$ cat src/rtl/mix_columns_engine.sv
// AES MixColumns / InvMixColumns engine: a latched 128-bit state is mixed in
// place, COLS_PER_CYCLE columns per clock, between two valid/ready handshakes.
module mix_columns_engine #(
    parameter int COLS_PER_CYCLE = 1,
    parameter int FIXED_MODE     = 2
) (
    input  logic         clk,
    input  logic         rst,
    input  logic         in_valid,
    output logic         in_ready,
    input  logic         in_inv,
    input  logic [127:0] in_state,
    output logic         out_valid,
    input  logic         out_ready,
    output logic [127:0] out_state,
    output logic         busy
);

    localparam logic [1:0] ST_IDLE = 2'd0;
    localparam logic [1:0] ST_BUSY = 2'd1;
    localparam logic [1:0] ST_DONE = 2'd2;

    // col_idx advances by COLS_PER_CYCLE and wraps; the pass that starts at
    // LAST_IDX is the one that mixes column 3.
    localparam logic [1:0] COL_STEP = 2'(COLS_PER_CYCLE);
    localparam logic [1:0] LAST_IDX = 2'(4 - COLS_PER_CYCLE);

    generate
        if (COLS_PER_CYCLE != 1 && COLS_PER_CYCLE != 2 && COLS_PER_CYCLE != 4) begin : g_bad_cols
            $error("mix_columns_engine: COLS_PER_CYCLE must be 1, 2 or 4");
        end
        if (FIXED_MODE < 0 || FIXED_MODE > 2) begin : g_bad_mode
            $error("mix_columns_engine: FIXED_MODE must be 0, 1 or 2");
        end
    endgenerate

    logic [1:0]   state_q, state_d;
    logic [127:0] work_q, work_d;
    logic [1:0]   col_idx_q, col_idx_d;
    logic         mode_q, mode_d;

    function automatic logic [7:0] xt(input logic [7:0] b);
        return {b[6:0], 1'b0} ^ (b[7] ? 8'h1b : 8'h00);
    endfunction

    // Column c sits at bits [(3-c)*32 +: 32]; 3-c is ~c for a 2-bit index.
    function automatic logic [6:0] col_lsb(input logic [1:0] c);
        return {~c, 5'b00000};
    endfunction

    // Inverse mixing is the forward matrix applied after a {05,00,04,00}
    // circulant pre-pass, so both modes share the forward datapath.
    function automatic logic [31:0] mix_col(input logic [31:0] col, input logic inv);
        logic [7:0] a0, a1, a2, a3, u, v, t;
        {a0, a1, a2, a3} = col;
        u = xt(xt(a0 ^ a2));
        v = xt(xt(a1 ^ a3));
        if (inv) begin
            a0 = a0 ^ u;
            a1 = a1 ^ v;
            a2 = a2 ^ u;
            a3 = a3 ^ v;
        end
        t = a0 ^ a1 ^ a2 ^ a3;
        return {a0 ^ t ^ xt(a0 ^ a1), a1 ^ t ^ xt(a1 ^ a2),
                a2 ^ t ^ xt(a2 ^ a3), a3 ^ t ^ xt(a3 ^ a0)};
    endfunction

    always_comb begin
        state_d   = state_q;
        work_d    = work_q;
        col_idx_d = col_idx_q;
        mode_d    = mode_q;
        case (state_q)
            ST_IDLE: begin
                if (in_valid) begin
                    work_d    = in_state;
                    mode_d    = (FIXED_MODE == 2) ? in_inv : (FIXED_MODE == 1);
                    col_idx_d = 2'd0;
                    state_d   = ST_BUSY;
                end
            end
            ST_BUSY: begin
                for (int i = 0; i < COLS_PER_CYCLE; i++) begin
                    work_d[col_lsb(col_idx_q + 2'(i)) +: 32] =
                        mix_col(work_q[col_lsb(col_idx_q + 2'(i)) +: 32], mode_q);
                end
                col_idx_d = col_idx_q + COL_STEP;
                if (col_idx_q == LAST_IDX) begin
                    state_d = ST_DONE;
                end
            end
            ST_DONE: begin
                if (out_ready) begin
                    state_d = ST_IDLE;
                end
            end
            default: state_d = ST_IDLE;
        endcase
    end

    always_ff @(posedge clk or posedge rst) begin
        if (rst) begin
            state_q   <= ST_IDLE;
            work_q    <= '0;
            col_idx_q <= 2'd0;
            mode_q    <= 1'b0;
        end else begin
            state_q   <= state_d;
            work_q    <= work_d;
            col_idx_q <= col_idx_d;
            mode_q    <= mode_d;
        end
    end

    // Handshakes: a transfer happens on a rising edge where valid and ready
    // are both high. in_ready/out_valid are state decodes only; out_ready
    // influences nothing but the DONE->IDLE step.
    assign in_ready  = (state_q == ST_IDLE);
    assign out_valid = (state_q == ST_DONE);
    assign busy      = (state_q != ST_IDLE);
    assign out_state = work_q;

endmodule

$ cat config.mk
export PLATFORM = sky130hd
export DESIGN_NAME = mix_columns_engine
export DESIGN_NICKNAME = d
export VERILOG_FILES = /design/src/rtl/mix_columns_engine.sv
export SDC_FILE = /design/constraint.sdc
export NUM_CORES = 1
export LEC_CHECK = 0
export CAP_MARGIN = 10
export CORE_MARGIN = 2
export CORE_UTILIZATION = 35
export DETAILED_ROUTE_END_ITERATION = 10
export PLACE_DENSITY_LB_ADDON = 0.05
export SLEW_MARGIN = 10
export SYNTH_ARGS = -nofsm -noshare
export SYNTH_HDL_FRONTEND = slang
export SYNTH_SLANG_ARGS = --single-unit
$ cat constraint.sdc
create_clock -name clk -period 8.8 [get_ports clk]
set_input_delay 2.64 -clock clk [delete_from_list [all_inputs] [get_ports clk]]
set_output_delay 2.64 -clock clk [all_outputs]
set_load 0.1 [all_outputs]
==> metrics.yaml, run 1 <==
run_status:
  status: "finished clean"
global_routing:
  grt_first_pass_wirelength_mm: 50.10
  grt_pass1_vias: 7911
  antenna_found_initial: 0
  grt_max_degree: 71
  grtUsageTotal_pct: 25.85
  grt_overflow: 0
floorplanning:
  coreArea_sq_um: 23610
  chipWidth_um: 159.6
  die_h_um: 159.6
  dieArea_sq_um: 25470
  placementRows: 56
  start_util_pct: 35.89
  io_pins: 264
finish:
  final_cell_mix: "263 x clkdlybuf4s50_1, 170 x nor2_1, 131 x dfrtp_1"
  seq_area_sq_um: 3331
  fill_cells: 2240
  layout_commonest_cell: "clkdlybuf4s50_1"
  instances_no_fill: 1382
  fin_nets: 1187
  syn_to_final_growth_pct: 40.69
  multi_input_area_sq_um: 4908
  layout-drive-gt1-share_pct: 8.937
  antenna_cells: 0
clock_tree:
  ctsHtreeMaxLevel: 4
  clkTransAtPathRegs_ps: 70
  cts_buffers: 17
  clock_sinks: 133
  insertion_delay_ps: 430
  post-cts-setup-buffers: 0
  cts_hold_buffers: 0
  cts_resized: 0
  cts-root-buf: "clkbuf_16"
  clockBufferDepth: 2
  tritoncts: "done"
logic_synthesis:
  syn_nets: 960
  ys_async_sr_fraction_pct: 100.0
  ys_warn_count: 0
  synth_top_cell_area_share_pct: 39.27
  seq_area_frac_synth_pct: 39.27
  syn-mean-instance-area_sq_um: 10.30
  ys.flop_type: "dfrtp_1"
  synth_area_leader_cell: "dfrtp_1"
  synth-edff-count: 0
  synth_cell_types: 43
  synth_area_sq_um: 8474
  synth_seq_cells: 133
  synth.area.top_cells: "dfrtp_1 39%, mux4_2 7.7%, nor2_1 7.5%"
  syn_inst: 823
sta:
  clock_skew_ps: 12.00
  setup_viol: 0
  tns_ps: 0
  worst_slew_pin_slew_ps: 1288
  period_needed_ps: 5228
  maxSlewHeadroom_pct: 14.16
  hold_violations: 0
  worst_slack_ps: 3572
  maxClockFrequency_mhz: 191.3
  rsz0062_at_grt: "no"
  drv_slew: 0
  fin_crit_sh_pct: 59.41
critical_path:
  critical-path-max-stage-delay_ps: 1160
  critPathArrivalTime_ps: 2590
  cp-end-kind: "primary output"
  critPathMaxFanout: 14
  startpoint_type: "register"
  cp_cell_sequence: "nor2b_1 > clkdlybuf4s50_1"
  worst_path_max_delay_cell: "clkdlybuf4s50_1"
  cp.required_ps: 6160
  crit_type: "register to primary output"
placement:
  dp_hpwl_mm: 22.37
  pre_cts_ws_ps: 3739
  gp_congestion: 0.8087
  placedCellCount: 1350
  port_buffers: 263
detailed_routing:
  routed_wl_mm: 32.61
  viasPerCell: 5.476
  wl_per_cell_um: 23.59
  ant_nets: 0
  firstDrtPassIters: 5
  drc: 0
  drt_iter0_drc: 460
  vias: 7568
flow_run:
  cap_violations: 0
hold_path:
  hold_class: "register to register"
[stage by stage]
step	cell area [sq um]	hold WS [ps]	utilization [%]
final	11920	516.9	50.49
after global routing	11920	555.0	50.49
after CTS	11920	518.3	50.49
after detailed placement	11370	501.3	48.15
after global placement	11370	490.0	48.15
after floorplan	8474	714.9	-
[final timing paths]
kind / startpoint / end / slack [ps] / cells after the start
max reg2reg: col_idx_q[0]$_DFFE_PP0P_ / out_state[113]$_DFFE_PP0P_ / 4190 / 10
min in group asynchronous: rst / out_state[22]$_DFFE_PP0P_ / 2660 / 2
min reg2reg: out_state[25]$_DFFE_PP0P_ / out_state[25]$_DFFE_PP0P_ / 520 / 1
max: state_q[1]$_DFFE_PP0P_ / out_valid / 3570 / 2
max in group asynchronous: rst / out_state[61]$_DFFE_PP0P_ / 4740 / 3
min: out_state[25]$_DFFE_PP0P_ / out_state[25]$_DFFE_PP0P_ / 520 / 1
[cells in the mapped netlist, types with 2 or more instances]
library cell,number
o21ai_1,5
a221oi_1,68
a21o_1,4
xor2_1,48
xor2_2,5
buf_1,2
nand2b_1,5
a21oi_1,57
clkbuf_1,53
nor2b_1,2
buf_6,2
mux4_2,29
o21a_1,20
a22o_1,2
a2bb2oi_1,24
nand2_2,2
inv_1,5
mux4_1,3
buf_4,3
buf_2,5
xnor2_4,3
nor2_1,170
nor3_1,2
xnor2_1,69
xnor2_2,2
nand2_1,28
o22ai_1,16
o21ai_0,24
dfrtp_1,133
ha_1,4
xnor3_1,16
[state kept, by name, indices dropped and copies added, names as in the netlist]
signal     flops
col_idx_q      2
mode_q         1
state_q        2
out_state    128
[area by class of cell]
type / instances / share of cell area (%)
Timing Repair Buffer: 273 / 22.71
Inverter: 5 / 0.1994
Clock inverter: 12 / 0.8081
Clock buffer: 20 / 3.830
Sequential cell: 133 / 27.94
Tap cell: 319 / 3.348
Multi-Input combinational cell: 620 / 41.17
[cells by family (layout without fill, tap and decap cells)]
logic type                 count (synthesis)  after routing  share of synthesized area, %
AOI/OAI and AO/OA                        221            221                         18.19
xor gates and xnor gates                 146            146                         19.56
adders and majority gates                  4              4                        0.5906
buffers and inverters                     70            310                         3.484
DFF                                      133            133                         39.27
muxes                                     33             33                         8.770
and+or+nand+nor                          216            216                         10.13
[critical path: cells and delay by family, from the launching register on]
| family | cells | cell delay, ps |
|---|---|---|
| buffers and inverters | 1 | 1160 |
| AND/OR/NAND/NOR | 1 | 250 |
| flip-flops | 1 | 750 |
[layer usage]
metal  GRT usage [%]  vias to the layer above  share of wire [%]
li1                -                     3424                  -
met1           35.15                     3782                 44
met2           40.77                      327                 46
met3           7.528                       35                8.1
met4           6.198                        0                1.7
met5               0                        -                  0
Power of run 1 is left out: the tool's default activity adds up to more than one toggle a clock period on the data nets, which glitch-free logic cannot reach.
==> run 2: changes to the inputs <==
==> constraint.sdc (replaced) <==
create_clock -name clk -period 5 [get_ports clk]
set_input_delay 1.5 -clock clk [delete_from_list [all_inputs] [get_ports clk]]
set_output_delay 1.5 -clock clk [all_outputs]
set_load 0.1 [all_outputs]
==> metrics.yaml, run 2 (synthesis gave the netlist of run 1 again) <==
critical_path:
  reg2reg_depth: 10
  reg2reg_to: "out_state[113]$_DFFE_PP0P_"
  r2r_slack_ps: 620
  rr_startpoint: "col_idx_q[0]$_DFFE_PP0P_"
  startpoint_type: "register"
  worstSetupEndpoint: "out_state[113]$_DFFE_PP0P_"
  startpoint: "col_idx_q[0]$_DFFE_PP0P_"
  cp_cell_sequence: "buf_4 > mux4_2 > xor2_2 > nand2_2 > xor2_1 > xnor2_1 > xnor3_1 > xor2_1 > o21ai_0 > o21a_1"
  crit_type: "register to register"
  critical-path-max-stage-delay_ps: 770
  critPathMaxFanout: 17
  cp-end-kind: "register"
  worst_path_max_delay_cell: "dfrtp_2"
  cp.required_ps: 5320
  critPathArrivalTime_ps: 4700
  crit_path_frequent_cell: "xor2_1"
placement:
  dp_hpwl_mm: 23.66
  placedCellCount: 1359
  gp_congestion: 0.8581
  port_buffers: 263
finish:
  layout_commonest_cell: "clkdlybuf4s50_1"
  syn_to_final_growth_pct: 42.54
  layout-drive-gt1-share_pct: 9.617
  fin_nets: 1196
  utilization_pct: 51.16
  instances_no_fill: 1390
  fill_cells: 2214
  final_cell_mix: "263 x clkdlybuf4s50_1, 170 x nor2_1, 131 x dfrtp_1"
  antenna_cells: 0
  largest_register_ff_count: 128
clock_tree:
  cts_buffers: 17
  cts_hold_buffers: 0
  ctsHtreeMaxLevel: 4
  clock_sinks: 133
  clockBufferDepth: 2
  cts_resized: 0
  tritoncts: "done"
  clkTransAtPathRegs_ps: 60
  insertion_delay_ps: 430
  cts-root-buf: "clkbuf_16"
  post-cts-setup-buffers: 0
floorplanning:
  die_h_um: 159.6
  coreArea_sq_um: 23610
  chipWidth_um: 159.6
  start_util_pct: 35.89
  placementRows: 56
  dieArea_sq_um: 25470
  io_pins: 264
detailed_routing:
  routed_wl_mm: 33.55
  viasPerCell: 5.528
  vias: 7684
  wl_per_cell_um: 24.14
  drc: 0
  firstDrtPassIters: 4
  drt_iter0_drc: 576
  ant_nets: 0
sta:
  period_needed_ps: 4385
  maxSlewHeadroom_pct: 22.96
  drv_slew: 0
  setup_viol: 0
  clock_skew_ps: 10.80
  fin_crit_sh_pct: 87.69
  worst_slew_pin_slew_ps: 1156
  tns_ps: 0
  maxClockFrequency_mhz: 228.1
  hold_violations: 0
  rsz0062_at_grt: "no"
global_routing:
  met3_usage_pct: 5.392
  grt_first_pass_wirelength_mm: 50.56
  grt_max_degree: 83
  antenna_found_initial: 0
  grt_pass1_vias: 7867
  grt_use_met1_pct: 36.68
  grtUsageTotal_pct: 26.35
  use_met2_pct: 41.46
  busiest_layer: "met2"
  grt_overflow: 0
flow_run:
  cap_violations: 0
hold_path:
  hold_class: "register to register"
run_status:
  status: "finished clean"
==> run 2: changes by cell type in the layout (fill, tap and decap cells not counted) <==
cell / before / now
clkinv_2: 0 / 1
buf_12: 0 / 1
bufinv_16: 0 / 4
clkinvlp_4: 7 / 4
buf_4: 10 / 18
inv_6: 5 / 2
==> run 2: layer usage <==
metal / wire length, um / vias up
met3: 2555 / 37
met2: 15530 / 361
met5: 0 / -
met4: 701 / 0
met1: 14760 / 3851
li1: - / 3435
==> run 2: area by class of cell <==
type | instances | area, sq um | share of cell area [%]
inverters | 5 | 22.52 | 0.1865
multi-input cells | 620 | 4908 | 40.64
clock inverters | 11 | 173.9 | 1.440
repair buffers | 282 | 2788 | 23.08
flip-flops and latches | 133 | 3331 | 27.57
clock buffers | 20 | 456.7 | 3.781
well taps | 319 | 399.1 | 3.304
==> run 2: worst min-delay path by stage <==
| stage | slack [ps] | depth (start not counted) | from | end |
|---|---|---|---|---|
| floorplan | 710 | 3 | state_q[0]$_DFFE_PP0P_ | state_q[0]$_DFFE_PP0P_ |
| detailed placement | 510 | 1 | out_state[105]$_DFFE_PP0P_ | out_state[105]$_DFFE_PP0P_ |
| CTS | 530 | 1 | out_state[105]$_DFFE_PP0P_ | out_state[105]$_DFFE_PP0P_ |
| finish | 520 | 1 | out_state[105]$_DFFE_PP0P_ | out_state[105]$_DFFE_PP0P_ |
| global route | 550 | 1 | out_state[89]$_DFFE_PP0P_ | out_state[89]$_DFFE_PP0P_ |
| global placement | 500 | 1 | out_state[105]$_DFFE_PP0P_ | out_state[105]$_DFFE_PP0P_ |
==> run 2: critical path, delay by kind of cell (launching register included) <==
family	cells	cell delay, ps
DFF	1	770
and+or+nand+nor	1	100
AOI/OAI and AO/OA	2	290
muxes	1	600
xor gates and xnor gates	5	2090
buffers and inverters	1	410
==> run 2: through the flow <==
stage	hold WS (ps)	area [sq um]	setup slack (ps)
after CTS	527.3	12080	651.5
after floorplan	714.9	8478	657.2
after global routing	550.9	12080	361.6
final	523.4	12080	615.3
after detailed placement	513.4	11450	671.6
after global placement	503.8	11450	740.5
Power of run 2 is left out for the same reason.
==> run 3: changes to the inputs <==
==> constraint.sdc (replaced) <==
create_clock -name clk -period 5.6 [get_ports clk]
set_input_delay 1.68 -clock clk [delete_from_list [all_inputs] [get_ports clk]]
set_output_delay 1.68 -clock clk [all_outputs]
set_load 0.1 [all_outputs]
==> metrics.yaml, run 3 (synthesis gave the netlist of run 1 again) <==
detailed_routing:
  wl_per_cell_um: 23.68
  viasPerCell: 5.496
  vias: 7617
  firstDrtPassIters: 5
  ant_nets: 0
  drt_iter0_drc: 430
  drc: 0
  routed_wl_mm: 32.83
run_status:
  status: "finished clean"
critical_path:
  critPathMaxFanout: 14
  startpoint: "state_q[1]$_DFFE_PP0P_"
  cp-end-kind: "primary output"
  r2r_slack_ps: 1330
  rr_startpoint: "col_idx_q[0]$_DFFE_PP0P_"
  cp.required_ps: 3920
  reg2reg_to: "out_state[113]$_DFFE_PP0P_"
  critPathArrivalTime_ps: 2590
  reg2reg_depth: 10
  crit_type: "register to primary output"
  startpoint_type: "register"
floorplanning:
  dieArea_sq_um: 25470
  io_pins: 264
  placementRows: 56
  die_h_um: 159.6
  coreArea_sq_um: 23610
  chipWidth_um: 159.6
  start_util_pct: 35.89
clock_tree:
  cts_buffers: 17
  insertion_delay_ps: 430
  cts_resized: 0
  tritoncts: "done"
  clkTransAtPathRegs_ps: 60
  clock_sinks: 133
  ctsHtreeMaxLevel: 4
  clockBufferDepth: 2
  cts-root-buf: "clkbuf_16"
  post-cts-setup-buffers: 0
  cts_hold_buffers: 0
hold_path:
  hold_class: "register to register"
  worstHoldStart: "out_state[90]$_DFFE_PP0P_"
  hold_path_end: "out_state[90]$_DFFE_PP0P_"
  whs_path_depth: 2
flow_run:
  cap_violations: 0
sta:
  maxSlewHeadroom_pct: 27.48
  hold_violations: 0
  clock_skew_ps: 13.44
  period_needed_ps: 4274
  drv_slew: 0
  worst_slew_pin_slew_ps: 1088
  setup_viol: 0
  tns_ps: 0
  maxClockFrequency_mhz: 234.0
  rsz0062_at_grt: "no"
  fin_crit_sh_pct: 76.32
global_routing:
  grt_overflow: 0
  antenna_found_initial: 0
  grt_pass1_vias: 7859
  grt_max_degree: 104
  grtUsageTotal_pct: 25.97
  grt_first_pass_wirelength_mm: 50.29
finish:
  syn_to_final_growth_pct: 41.84
  fin_nets: 1192
  layout_commonest_cell: "clkdlybuf4s50_1"
  antenna_cells: 0
  fill_cells: 2183
  final_cell_mix: "263 x clkdlybuf4s50_1, 170 x nor2_1, 131 x dfrtp_1"
  seq_area_sq_um: 3331
  largest_register_ff_count: 128
  multi_input_area_sq_um: 4908
  layout-drive-gt1-share_pct: 9.278
placement:
  gp_congestion: 0.8418
  port_buffers: 263
  dp_hpwl_mm: 23.27
==> run 3: worst max path at each step <==
stage	endpoint	slack, ps	cells past startpoint
5_1_grt	out_state[105]$_DFFE_PP0P_	1070	10
4_1_cts	out_state[113]$_DFFE_PP0P_	1280	10
6_report	out_valid	1330	2
3_5_place_dp	out_state[113]$_DFFE_PP0P_	1320	10
3_3_place_gp	out_state[113]$_DFFE_PP0P_	1420	10
2_1_floorplan	col_idx_q[0]$_DFFE_PP0P_	370	1
==> run 3: cell type report <==
class / instances / area share, %
timing repair buffer: 278 / 22.84
clock buffer: 18 / 3.570
sequential: 133 / 27.71
tap: 319 / 3.320
multi-input combinational: 620 / 40.83
clock inverter: 13 / 1.530
inverter: 5 / 0.1978
==> run 3: critical path: stages, from the launching register on <==
cell and delay [ps]:
dfrtp_1 740, nor2b_1 260, clkdlybuf4s50_1 1160
==> run 3: stage by stage <==
stage                     worst slack [ps]  instances  instance area, sq um  hold slack, ps  util, %
after CTS                             1275       1386                 12020           530.6    50.91
after global routing                  1071       1386                 12020           550.4    50.91
after floorplan                      365.6        823                  8474           714.9        -
after detailed placement              1319       1355                 11410           512.4    48.31
final                                 1326       1386                 12020           527.8    50.91
after global placement                1424       1355                 11410           508.1    48.31
==> run 3: per-layer routing <==
layer / up-vias / part of all wire, % / global-route usage, %
li1: 3437 / - / -
met1: 3793 / 44 / 35.83
met2: 364 / 47 / 41.72
met3: 23 / 7.4 / 6.043
met4: 0 / 0.95 / 5.702
met5: - / 0 / 0
Power of run 3 is left out for the same reason.
